[src/rtl/aca_err_monitor.sv]
// aca_err_monitor: error-statistics collector for the approximate carry-select adder.
// Latency: sample accepted at edge k updates statistics at k+2; done rises at k_last+3.
// Backpressure: registered in_ready, high only in RUN until num_samples accepted.
// Optional feature: define ACA_ERR_BIAS_EN to add the signed err_bias_sum output.
module aca_err_monitor #(
  parameter int WIDTH = 32,
  parameter int CNT_W = 32,
  parameter int ACC_W = 48
) (
  input  logic               clk,
  input  logic               rst,
  input  logic               start,
  input  logic [CNT_W-1:0]   num_samples,
  input  logic               in_valid,
  output logic               in_ready,
  input  logic [WIDTH-1:0]   a,
  input  logic [WIDTH-1:0]   b,
  input  logic [WIDTH:0]     approx,
  output logic               busy,
  output logic               done,
  output logic [CNT_W-1:0]   err_count,
  output logic [ACC_W-1:0]   err_dist_sum,
  output logic [WIDTH:0]     max_err_dist,
  output logic [CNT_W-1:0]   first_err_idx
`ifdef ACA_ERR_BIAS_EN
  ,
  output logic signed [ACC_W-1:0] err_bias_sum
`endif
);

  // Unsigned accumulator needs one carry bit beyond the wider of its two operands.
  localparam int SW = ((ACC_W > WIDTH + 1) ? ACC_W : WIDTH + 1) + 1;

  typedef enum logic [1:0] {IDLE, RUN, DRAIN, DONE} state_t;

  state_t           state, state_nxt;
  logic             start_run;
  logic [CNT_W-1:0] accepted;
  logic [CNT_W-1:0] target;
  logic [CNT_W-1:0] idx_nxt;
  logic             accept;
  logic             last_accept;

  // Stage 1 registers
  logic             s1_vld;
  logic [WIDTH-1:0] s1_a, s1_b;
  logic [WIDTH:0]   s1_ap;
  logic [CNT_W-1:0] s1_idx;

  // Stage 1 combinational results
  logic [WIDTH:0]          exact;
  logic signed [WIDTH+1:0] delta;
  logic [WIDTH:0]          diff;

  // Stage 2 registers
  logic             s2_vld;
  logic [WIDTH:0]   s2_diff;
  logic             s2_err;
  logic [CNT_W-1:0] s2_idx;

  // Accumulator next values
  logic [SW-1:0]    sum_ext;
  logic [ACC_W-1:0] sum_nxt;

  assign idx_nxt     = accepted + CNT_W'(1);
  assign accept      = in_valid && in_ready;
  assign last_accept = accept && (idx_nxt == target);
  assign busy        = (state == RUN) || (state == DRAIN);
  assign done        = (state == DONE);

  // State register
  always_ff @(posedge clk) begin
    if (rst) state <= IDLE;
    else     state <= state_nxt;
  end

  // Next-state logic; start_run marks the edge that clears statistics and latches the run length
  always_comb begin
    state_nxt = state;
    start_run = 1'b0;
    case (state)
      IDLE, DONE: begin
        if (start) begin
          start_run = 1'b1;
          state_nxt = (num_samples == '0) ? DRAIN : RUN;
        end
      end
      RUN: begin
        if (last_accept) state_nxt = DRAIN;
      end
      DRAIN: begin
        if (!s1_vld && !s2_vld) state_nxt = DONE;
      end
      default: state_nxt = IDLE;
    endcase
  end

  // Registered in_ready, run length and accepted-sample counter
  always_ff @(posedge clk) begin
    if (rst) begin
      in_ready <= 1'b0;
      accepted <= '0;
      target   <= '0;
    end else if (start_run) begin
      in_ready <= (num_samples != '0);
      accepted <= '0;
      target   <= num_samples;
    end else if (accept) begin
      accepted <= idx_nxt;
      if (last_accept) in_ready <= 1'b0;
    end
  end

  // Pipeline valid bits; reset discards anything in flight
  always_ff @(posedge clk) begin
    if (rst) begin
      s1_vld <= 1'b0;
      s2_vld <= 1'b0;
    end else begin
      s1_vld <= accept;
      s2_vld <= s1_vld;
    end
  end

  // Stage 1 capture of the accepted triple and its 1-based index
  always_ff @(posedge clk) begin
    if (accept) begin
      s1_a   <= a;
      s1_b   <= b;
      s1_ap  <= approx;
      s1_idx <= idx_nxt;
    end
  end

  // Exact sum and absolute error distance; difference of two (WIDTH+1)-bit values fits WIDTH+2 signed
  always_comb begin
    exact = {1'b0, s1_a} + {1'b0, s1_b};
    delta = $signed({1'b0, s1_ap}) - $signed({1'b0, exact});
    diff  = delta[WIDTH+1] ? (WIDTH+1)'(-delta) : delta[WIDTH:0];
  end

  // Stage 2 capture of distance, error flag and index
  always_ff @(posedge clk) begin
    if (s1_vld) begin
      s2_diff <= diff;
      s2_err  <= (diff != '0);
      s2_idx  <= s1_idx;
    end
  end

  // Saturating distance sum: any carry above ACC_W bits pins the result to all-ones
  always_comb begin
    sum_ext = SW'(err_dist_sum) + SW'(s2_diff);
    sum_nxt = (|sum_ext[SW-1:ACC_W]) ? {ACC_W{1'b1}} : sum_ext[ACC_W-1:0];
  end

  // Stage 3 statistics accumulation; a zero error count identifies the first error
  always_ff @(posedge clk) begin
    if (rst || start_run) begin
      err_count     <= '0;
      err_dist_sum  <= '0;
      max_err_dist  <= '0;
      first_err_idx <= '0;
    end else if (s2_vld) begin
      err_count    <= err_count + CNT_W'(s2_err);
      err_dist_sum <= sum_nxt;
      if (s2_diff > max_err_dist) max_err_dist <= s2_diff;
      if (s2_err && (err_count == '0)) first_err_idx <= s2_idx;
    end
  end

`ifdef ACA_ERR_BIAS_EN
  // Signed accumulator wide enough that one addition cannot overflow before clamping.
  localparam int BW = ((ACC_W > WIDTH + 2) ? ACC_W : WIDTH + 2) + 1;

  logic signed [WIDTH+1:0] s2_delta;
  logic signed [BW-1:0]    bias_ext;
  logic signed [BW-1:0]    bias_max;
  logic signed [BW-1:0]    bias_min;
  logic signed [ACC_W-1:0] bias_nxt;

  // Stage 2 capture of the signed error
  always_ff @(posedge clk) begin
    if (s1_vld) s2_delta <= delta;
  end

  // Signed saturating bias sum against the ACC_W signed range
  always_comb begin
    bias_max = $signed({{(BW-ACC_W+1){1'b0}}, {(ACC_W-1){1'b1}}});
    bias_min = $signed({{(BW-ACC_W+1){1'b1}}, {(ACC_W-1){1'b0}}});
    bias_ext = $signed({{(BW-ACC_W){err_bias_sum[ACC_W-1]}}, err_bias_sum})
             + $signed({{(BW-WIDTH-2){s2_delta[WIDTH+1]}}, s2_delta});
    if (bias_ext > bias_max)      bias_nxt = bias_max[ACC_W-1:0];
    else if (bias_ext < bias_min) bias_nxt = bias_min[ACC_W-1:0];
    else                          bias_nxt = bias_ext[ACC_W-1:0];
  end

  // Bias statistic clears and updates alongside the other statistics
  always_ff @(posedge clk) begin
    if (rst || start_run) err_bias_sum <= '0;
    else if (s2_vld)      err_bias_sum <= bias_nxt;
  end
`endif

endmodule

[config.mk]
export PLATFORM = sky130hd
export DESIGN_NAME = aca_err_monitor
export DESIGN_NICKNAME = d
export VERILOG_FILES = /design/src/rtl/aca_err_monitor.sv
export SDC_FILE = /design/constraint.sdc
export NUM_CORES = 1
export LEC_CHECK = 0
export CAP_MARGIN = 0
export CORE_AREA = 8 8 217 219
export CTS_BUF_LIST = sky130_fd_sc_hd__clkbuf_16
export DETAILED_ROUTE_END_ITERATION = 12
export DIE_AREA = 0 0 225 227
export PLACE_DENSITY = 0.77
export REMOVE_ABC_BUFFERS = 1
export SETUP_SLACK_MARGIN = 0.15
export SLEW_MARGIN = 10
export SYNTH_ARGS = -nofsm -noshare
export SYNTH_HDL_FRONTEND = slang
export SYNTH_SLANG_ARGS = --single-unit
[constraint.sdc]
create_clock -name clk -period 5.29 [get_ports clk]
set_input_delay 1.058 -clock clk [delete_from_list [all_inputs] [get_ports clk]]
set_output_delay 1.058 -clock clk [all_outputs]
set_load 0.02 [all_outputs]
# Yosys cells after proc, flatten, opt, wreduce, memory -nomap -nowiden
# Index checks and enable logic that the tools add are counted.
word_totals:
  regBits: 409
  in_bits: 133
  output_inout_bits: 148
classes:
  addsub: 6
  order_cmp: 1
  n_eq_ne: 7
  muxes: 12
  reduce_logical: 21
op_table:
  columns: ["op", "n"]
  rows:
  - ["32-bit zero test", 2]
  - ["48-bit by 33-bit adder with 49-bit output", 1]
  - ["48-bit 2-to-1 mux", 1]
  - ["33-bit by 33-bit subtractor with 34-bit output", 1]
  - ["32-bit by 32-bit adder with 33-bit output", 1]
  - ["33-bit greater-than comparator", 1]
  - ["33-bit 2-to-1 mux", 1]
  - ["33-bit negator", 1]
  - ["33-bit nonzero test", 1]
  - ["32-bit by 1-bit adder with 32-bit output", 1]
  - ["32-bit by 1-bit adder with 32-bit output, second input constant", 1]
  - ["32-bit == test", 1]
  - ["32-bit nonzero test", 1]
  - ["2-bit 2-to-1 mux", 4]
  - ["2-bit one-hot mux with 3 select lines", 1]
  - ["2-bit AND reduction", 3]
  - ["1-bit 2-to-1 mux", 5]
  - ["2-bit == test, second input constant", 2]
  - ["1-bit logical AND", 4]
  - ["2-bit != test, second input constant", 2]
  - ["2-bit nonzero test", 2]
  - ["2-bit OR reduction", 2]
  - ["3-bit AND reduction", 1]
  - ["2-bit by 1-bit == test with 1-bit output, second input constant", 1]
  - ["other kinds (4)", 6]

# Depth between registers and ports, before layout
# Gate-level depths: netlist (run 1).
logic_depth:
  ltp_word: 6
  depth_mapped: 18
  depth_no_buf: 17

# Worst setup path after synthesis (run 1)
# No wires, ideal clock.
synth_path:
  kind: "input-to-reg"
  from: "input port in_valid"
  to: "register accepted[11]"
  setup_ns: 0.128
  arrival_ns: 5.610
  t_required_ns: 5.162
  setup_slack_ns: -0.447
  cell_stages: 6
  path_buffers: 1
  cell_sequence: "nand2_1 -> clkinv_1 -> clkbuf_1 -> nand2_1 -> xnor2_1 -> nor2_1"
synth_via:
  elab_chain_cells: 1
synth_lines:
  columns: ["element", "line_no", "source"]
  rows:
  - ["start: declaration", "14", "input logic in_valid,"]
  - ["1-bit logical AND", "66", "assign accept = in_valid && in_ready;"]
  - ["via accept", "41", "logic accept;"]
  - ["end signal: assignment", "109", "accepted <= idx_nxt;"]
  - ["end: declaration", "38", "logic [CNT_W-1:0] accepted;"]
# The timed path passes the listed nets, and every way through them passes these cells.
# A chain may end at the register's enable or synchronous reset.

# Worst setup path in the final report (run 1)
layout_path:
  from: "register s1_a[0]"
  to: "register s2_err, data pin"
layout_via:
  elab_chain_cells: 5
layout_lines:
  columns: ["element", "line_no", "source"]
  rows:
  - ["start: declaration", "46", "logic [WIDTH-1:0] s1_a, s1_b;"]
  - ["start signal: assignment", "128", "s1_a <= a;"]
  - ["32-bit by 32-bit adder with 33-bit output *", "137", "exact = {1'b0, s1_a} + {1'b0, s1_b};"]
  - ["33-bit by 33-bit subtractor with 34-bit output *", "138", "delta = $signed({1'b0, s1_ap}) - $signed({1'b0, exact});"]
  - ["33-bit negator", "139", "diff = delta[WIDTH+1] ? (WIDTH+1)'(-delta) : delta[WIDTH:0];"]
  - ["33-bit 2-to-1 mux *", "139", null]
  - ["via diff[22]", "53", "logic [WIDTH:0] diff;"]
  - ["33-bit nonzero test *", "146", "s2_err <= (diff != '0);"]
  - ["end signal: assignment", "146", null]
  - ["end: declaration", "58", "logic s2_err;"]
# Mark *: on every way through the listed nets, which the timed path passes. The rest lies on a longest branch.

==> impl_metrics.csv, run 1 <==
group,metric,value,unit
drt,met3WireLength,3.467,mm
sta,finClkSkew,0.04381,ns
clocking,clockBufferDepth,3,
synthesis,synth_warnings,0,
drt,antenna_left,0,
placement,dp_hpwl,41.44,mm
grt,track_usage,20.78,%
synthesis,yosysMostFrequentCell,"nand2_1",
critical_path,crit_family,"simple AND/OR/NAND/NOR gates",
drt,via_per_inst,5.584,
synthesis,syn_area,21950,um2
floorplanning,io-pin-count,281,
outcome,status,"finished, final reports clean",
floorplanning,start_util,50.30,%
grt,grt_max_degree,105,
grt,grt_antenna_before_repair,2,
synthesis,ys_types,85,
drt,drt-met1-wl,23.94,mm
synthesis,yosys_register_bits,409,
layout,area_growth,22.55,%
sta,max_freq,204.6,MHz
drt,top_layer,"met5",
sta,setup_violations,0,
critical_path,cp_common_cell,"fa_1",
placement,dp_slack,0.3645,ns
synthesis,postSynthCellCount,2237,
grt,overflow,0,
synthesis,synth_top_area_share,26.68,%
placement,gp_congestion,0.9057,
synthesis,synth_edf_count,195,
drt,drc,0,
hold_path,hold_path_class,"reg -> reg",
synthesis,seq_area_frac_synth,46.19,%
critical_path,path_cells,"fa_1, inv_1, ha_1, nor2_1, fa_1, nor2b_2, o211a_1, o21ai_1, nand3_1, a311oi_1, nand2_1, o41a_1, xor2_1, or4b_1, nor4_2, nand4_1",
synthesis,synthArstFlopShare,0,%
sta,tns,0,ns
sta,setup_slack,0.4019,ns
clocking,holdBufCountCts,0,
drt,initialDrtViolationCount,1306,
critical_path,worst_setup_path_end_kind,"flop",
pwr,p_total,10910,uW
placement,dpl_cell_area,25340,um2
critical_path,critical_path_depth,16,
critical_path,arrival,5.20,ns
clocking,root_buffer,"clkbuf_16",
sta,worstMarginPinSlew,1.147,ns
critical_path,reg2reg_depth,16,
critical_path,crit_path_max_incr_delay,0.58,ns
critical_path,crit_slowest_cell,"fa_1",
sta,min_period,4.888,ns
run,maxCapViolCount,0,
synthesis,ys.flop_type,"dfxtp_1",
clocking,numCtsBuffers,44,
critical_path,crit_path_max_fanout,5,
critical_path,criticalPathCategory,"reg -> reg",
clocking,clkTransAtPathRegs,0.06,ns
clocking,htreeDepth,2,
sta,slew_viol_final,0,
synthesis,yosysTopAreaCell,"edfxtp_1",
clocking,clock_latency,0.60,ns
layout,nets,2768,
floorplanning,rows,77,
sta,post-route-period-util,92.40,%
sta,whs,0.4038,ns
drt,vias,17427,
floorplanning,die_y,227,um
pwr,powerDensity,405.4,nW/um2
clocking,cts_tree,"done",
hold_path,holdPathStages,0,
drt,firstDrtPassIters,5,
synthesis,avgSynthCellArea,9.813,um2
pwr,peakVddDrop,0.3429,mV
grt,grt_pass1_wl,87.22,mm
layout,layout-drive-gt1-share,5.380,%
synthesis,synthTopCellsByCount,"256 x nand2_1, 214 x dfxtp_1, 195 x edfxtp_1, 166 x nor2_1, 159 x a21oi_1",
placement,io_buffers,280,
clocking,cts_sinks,409,
grt,grt_pass1_vias,17005,
synthesis,synth_area_leaders,"edfxtp_1 27%, dfxtp_1 20%, ha_1 6.2%, nand2_1 4.4%, xnor2_1 3.9%",
sta,rsz0062_at_grt,"no",
layout,finalInstanceArea,26900,um2
critical_path,crit_buf_inv,1,
critical_path,cp.required,5.61,ns
critical_path,cp-start-kind,"flop",
drt,routedWlPerCell,17.62,um
floorplanning,core_area,43640,um2
drt,routed_wl,55.01,mm
floorplanning,die_area,51080,um2
floorplanning,dieWidth,225,um
drt,route.met2.wl,26.11,mm
sta,hold_viol,0,
sta,slew_headroom,22.81,%
pwr,power.leakage,0.009971,uW
## cells by family (layout without fill, tap and decap cells)
| group | after synthesis | in the layout | share of synthesized area [%] |
|---|---|---|---|
| and+or+nand+nor | 754 | 754 | 16.83 |
| AOI/OAI and AO/OA | 450 | 450 | 12.94 |
| DFF | 409 | 409 | 46.19 |
| buffers and inverters | 223 | 514 | 3.933 |
| xor gates and xnor gates | 188 | 188 | 7.627 |
| adders and majority gates | 142 | 142 | 9.223 |
| muxes | 71 | 71 | 3.249 |
| other | 0 | 1 | 0 |
## per-layer routing
layer / global-route usage (%) / up-vias
li1: - / 8508
met1: 26.79 / 8290
met2: 34.85 / 534
met3: 4.431 / 93
met4: 6.330 / 2
met5: 0 / -
## registers in the layout, summed over array words and instances, names as in the netlist, 2 cells and up
signal and cells:
accepted 32, max_err_dist 33, err_dist_sum 48, first_err_idx 32, s2_idx 32, target 32
state 2, s1_b 32, err_count 32, s1_idx 32, s1_a 32, s2_diff 33
s1_ap 33
## report_power, final
part           internal [uW]  switching (uW)
sequential              3690             148
combinational           1460            2410
clock                   1900            1300
total                   7060            3850
## what timing repair did
| action | 4_1_cts | 5_1_grt |
|---|---|---|
| resized for setup | 0 | 6 |
| endpoints found under the setup margin | 0 | 2 |
| setup buffers | 0 | 2 |
## cells in the final DEF (no fill, tap or decap), types with 15 or more instances in the layout
master,n
nor3_1,44
and3_1,31
edfxtp_1,195
inv_1,141
nand2_1,256
or3_1,24
nand3_1,56
and2_1,19
ha_1,108
o21a_1,18
buf_4,20
mux2i_1,69
o21ai_0,106
a211oi_1,16
nor4_1,33
a21oi_1,158
xor2_1,89
clkbuf_16,45
fa_1,33
xnor2_1,97
a21o_1,37
clkdlybuf4s50_1,280
a31oi_1,18
nand4_1,48
nor2_1,164
and4_1,15
dfxtp_1,212
## through the flow
| step | util, % | std cells |
|---|---|---|
| after CTS | 61.55 | 3118 |
| after floorplan | - | 2145 |
| after detailed placement | 58.05 | 3037 |
| after global routing | 61.63 | 3120 |
| final | 61.64 | 3121 |
| after global placement | 58.05 | 3037 |
## worst register-to-register path, stage by stage (launching register included)
cell	delay (ns)
edfxtp_1	0.39
fa_1	0.58
inv_1	0.05
ha_1	0.20
nor2_1	0.14
fa_1	0.25
nor2b_2	0.08
o211a_1	0.28
o21ai_1	0.38
nand3_1	0.16
a311oi_1	0.39
nand2_1	0.19
o41a_1	0.42
xor2_1	0.18
or4b_1	0.57
nor4_2	0.26
nand4_1	0.12
## final timing paths
path	from	to	slack, ns
min	s1_idx[1]	s2_idx[1]	0.40
max	s1_a[0]	s2_err	0.40
max reg2reg	s1_a[0]	s2_err	0.40
min reg2reg	s1_idx[1]	s2_idx[1]	0.40
## area by class of cell
cell class | count | area [um2]
Antenna cell | 1 | 2.502
Sequential cell | 409 | 10140
Fill cell | 3493 | 16740
Multi-Input combinational cell | 1605 | 11000
Clock inverter | 36 | 397.9
Inverter | 131 | 496.7
Clock buffer | 45 | 1126
Tap cell | 592 | 740.7
Timing Repair Buffer | 302 | 2993
Note: power is estimated with default switching activity, not from simulation.
==> run 2, diff against run 1 <==
--- a/config.mk
+++ b/config.mk
@@ -6,13 +6,16 @@
 export NUM_CORES = 1
 export LEC_CHECK = 0
 export CAP_MARGIN = 0
-export CORE_AREA = 8 8 217 219
+export CELL_PAD_IN_SITES_DETAIL_PLACEMENT = 1
+export CELL_PAD_IN_SITES_GLOBAL_PLACEMENT = 2
+export CORE_AREA = 8 8 348 214
 export CTS_BUF_LIST = sky130_fd_sc_hd__clkbuf_16
 export DETAILED_ROUTE_END_ITERATION = 12
-export DIE_AREA = 0 0 225 227
-export PLACE_DENSITY = 0.77
+export DIE_AREA = 0 0 356 222
+export PLACE_DENSITY_LB_ADDON = 0.1
 export REMOVE_ABC_BUFFERS = 1
 export SETUP_SLACK_MARGIN = 0.15
+export SKIP_LAST_GASP = 1
 export SLEW_MARGIN = 10
 export SYNTH_ARGS = -nofsm -noshare
 export SYNTH_HDL_FRONTEND = slang
==> run 2 against run 1 <==
Net effect:
- global-route usage fell by 3.8 points
- sequential power barely moved
- design area rose by 2.6%
- count of clock-buffer cells in the layout did not move
- die area rose by 55%
- critical endpoint unchanged
==> impl_metrics.csv, run 2 (synthesized netlist as in run 1, its figures left out) <==
group,metric,value,unit
outcome,status,"finished, final reports clean",
critical_path,r2r-end,"s2_err",
floorplanning,rows,75,
hold_path,holdPathStages,0,
critical_path,cp.required,5.59,ns
pwr,power.leakage,0.01009,uW
placement,dp_slack,0.1435,ns
critical_path,reg2reg_from,"s1_a[0]",
clocking,clock_latency,0.58,ns
clocking,numCtsBuffers,44,
hold_path,hold_path_class,"reg -> reg",
layout,antennaDiodeCount,0,
critical_path,worst_setup_path_end_kind,"flop",
sta,slew_headroom,32.37,%
grt,grt_max_degree,71,
floorplanning,die_y,222,um
layout,layout-drive-gt1-share,6.646,%
floorplanning,core_area,69250,um2
layout,final_common_cell,"clkdlybuf4s50_1",
pwr,powerDensity,418.0,nW/um2
clocking,clkTransAtPathRegs,0.06,ns
drt,vias,17166,
sta,worstMarginPinSlew,1.005,ns
critical_path,rrSetupSlack,0.40,ns
sta,setup_violations,0,
layout,largest_reg_flops,48,
pwr,peakVddDrop,0.2025,mV
sta,hold_viol,0,
placement,gp_congestion,0.8202,
clocking,clockBufferDepth,3,
layout,final_cell_mix,"280 x clkdlybuf4s50_1, 256 x nand2_1, 212 x dfxtp_1",
critical_path,crit_path_max_fanout,7,
drt,initialDrtViolationCount,658,
sta,slew_viol_final,0,
drt,firstDrtPassIters,6,
drt,routedWlPerCell,19.66,um
grt,grt_antenna_before_repair,0,
critical_path,crit_slowest_cell,"fa_1",
sta,max_freq,204.4,MHz
critical_path,cp-start-kind,"flop",
run,maxCapViolCount,0,
placement,dpl_cell_area,25870,um2
grt,track_usage,16.94,%
layout,nets,2782,
grt,grt_pass1_wl,107.7,mm
clocking,htreeDepth,2,
sta,tns,0,ns
placement,dp_hpwl,53.08,mm
sta,post-route-period-util,92.48,%
floorplanning,start_util,31.70,%
floorplanning,dieWidth,356,um
critical_path,arrival,5.19,ns
layout,regMostFlops,"err_dist_sum",
critical_path,crit_path_max_incr_delay,0.59,ns
clocking,cts_tree,"done",
grt,grt_pass1_vias,18315,
drt,routed_wl,68.17,mm
drt,antenna_left,0,
clocking,root_buffer,"clkbuf_16",
layout,layout.area.seq,10140,um2
layout,finalInstanceArea,27610,um2
sta,setup_slack,0.3980,ns
layout,nFillCells,7742,
floorplanning,die_area,79030,um2
grt,overflow,0,
critical_path,path_cells,"fa_1, ha_1, nor2_1, fa_2, nor2b_2, o211a_1, o2111ai_1, nand2_1, a311oi_2, or2_2, o41a_1, xor2_1, or4b_1, nor4_2, nand4_1",
floorplanning,io-pin-count,281,
critical_path,reg2reg_depth,15,
drt,drc,0,
clocking,cts_sinks,409,
layout,area_growth,25.79,%
sta,finClkSkew,0.01818,ns
sta,rsz0062_at_grt,"no",
hold_path,holdCritStartpoint,"s1_idx[6]",
layout,multi_input_area,11100,um2
sta,min_period,4.892,ns
placement,io_buffers,280,
hold_path,min_to,"s2_idx[6]",
critical_path,criticalPathCategory,"reg -> reg",
drt,via_per_inst,4.951,
## run 2: worst max-delay path by stage
stage                     slack (ns)  startpoint            to  depth (start not counted)
after floorplan                -0.37    in_valid  accepted[31]                          6
after global placement          0.29     s1_b[5]        s2_err                         14
after detailed placement        0.14     s1_b[5]        s2_err                         14
after CTS                       0.16     s1_a[0]        s2_err                         16
after global routing            0.16    s1_a[10]        s2_err                         15
final                           0.40     s1_a[0]        s2_err                         15
## run 2: critical path: cells and delay by family (launching register included)
kind / cells / cell delay [ns]
AND/OR/NAND/NOR: 7 / 1.76
adder cells (fa/ha/maj): 3 / 1.17
AO/OA/AOI/OAI: 4 / 1.10
flip-flops: 1 / 0.40
XOR/XNOR: 1 / 0.19
## run 2: final cells by class
type,instances,share of cell area [%]
clock inverter,37,1.713
multi-input combinational,1605,40.18
clock buffer,45,4.078
timing repair buffer,316,11.31
inverter,131,1.799
tap,924,4.187
sequential,409,36.73
## run 2: power breakdown
| part | leakage [uW] | switching [uW] | total [uW] | internal (uW) |
|---|---|---|---|---|
| clock network | 0.000797 | 1370 | 3430 | 2050 |
| registers | 0.00351 | 163 | 3860 | 3690 |
| logic | 0.00578 | 2690 | 4260 | 1570 |
| total | 0.0101 | 4230 | 11500 | 7310 |
## run 2: metal layers
layer	track usage [%]	vias up	wire length, um
met5	0	-	0
met4	3.431	0	1160
met3	2.934	67	2459
met2	25.25	227	28480
met1	25.45	8340	36070
li1	-	8532	-
## run 2: through the flow
step | instances | hold slack [ns] | util [%] | total power (uW)
5_1_grt | 3467 | 0.4283 | 39.87 | 12300
3_3_place_gp | 3382 | 0.4012 | 37.36 | 8016
6_report | 3467 | 0.4166 | 39.87 | 11540
3_5_place_dp | 3382 | 0.4052 | 37.36 | 8097
2_1_floorplan | 2145 | 0.4003 | - | 6607
4_1_cts | 3464 | 0.4177 | 39.69 | 11610
## run 2: timing repair
action / CTS / global route
hold buffers: 0 / 0
endpoints found under the hold margin: 0 / 0
setup buffers: 0 / 3
pin swaps: 0 / 6
gates resized for setup: 1 / 25
endpoints found under the setup margin: 1 / 3
==> run 3, diff against run 2 <==
--- a/config.mk
+++ b/config.mk
@@ -5,6 +5,7 @@
 export SDC_FILE = /design/constraint.sdc
 export NUM_CORES = 1
 export LEC_CHECK = 0
+export ABC_AREA = 0
 export CAP_MARGIN = 0
 export CELL_PAD_IN_SITES_DETAIL_PLACEMENT = 1
 export CELL_PAD_IN_SITES_GLOBAL_PLACEMENT = 2
==> results of run 3 <==
No change in the layout: final DEF, timing and power equal those of run 2.
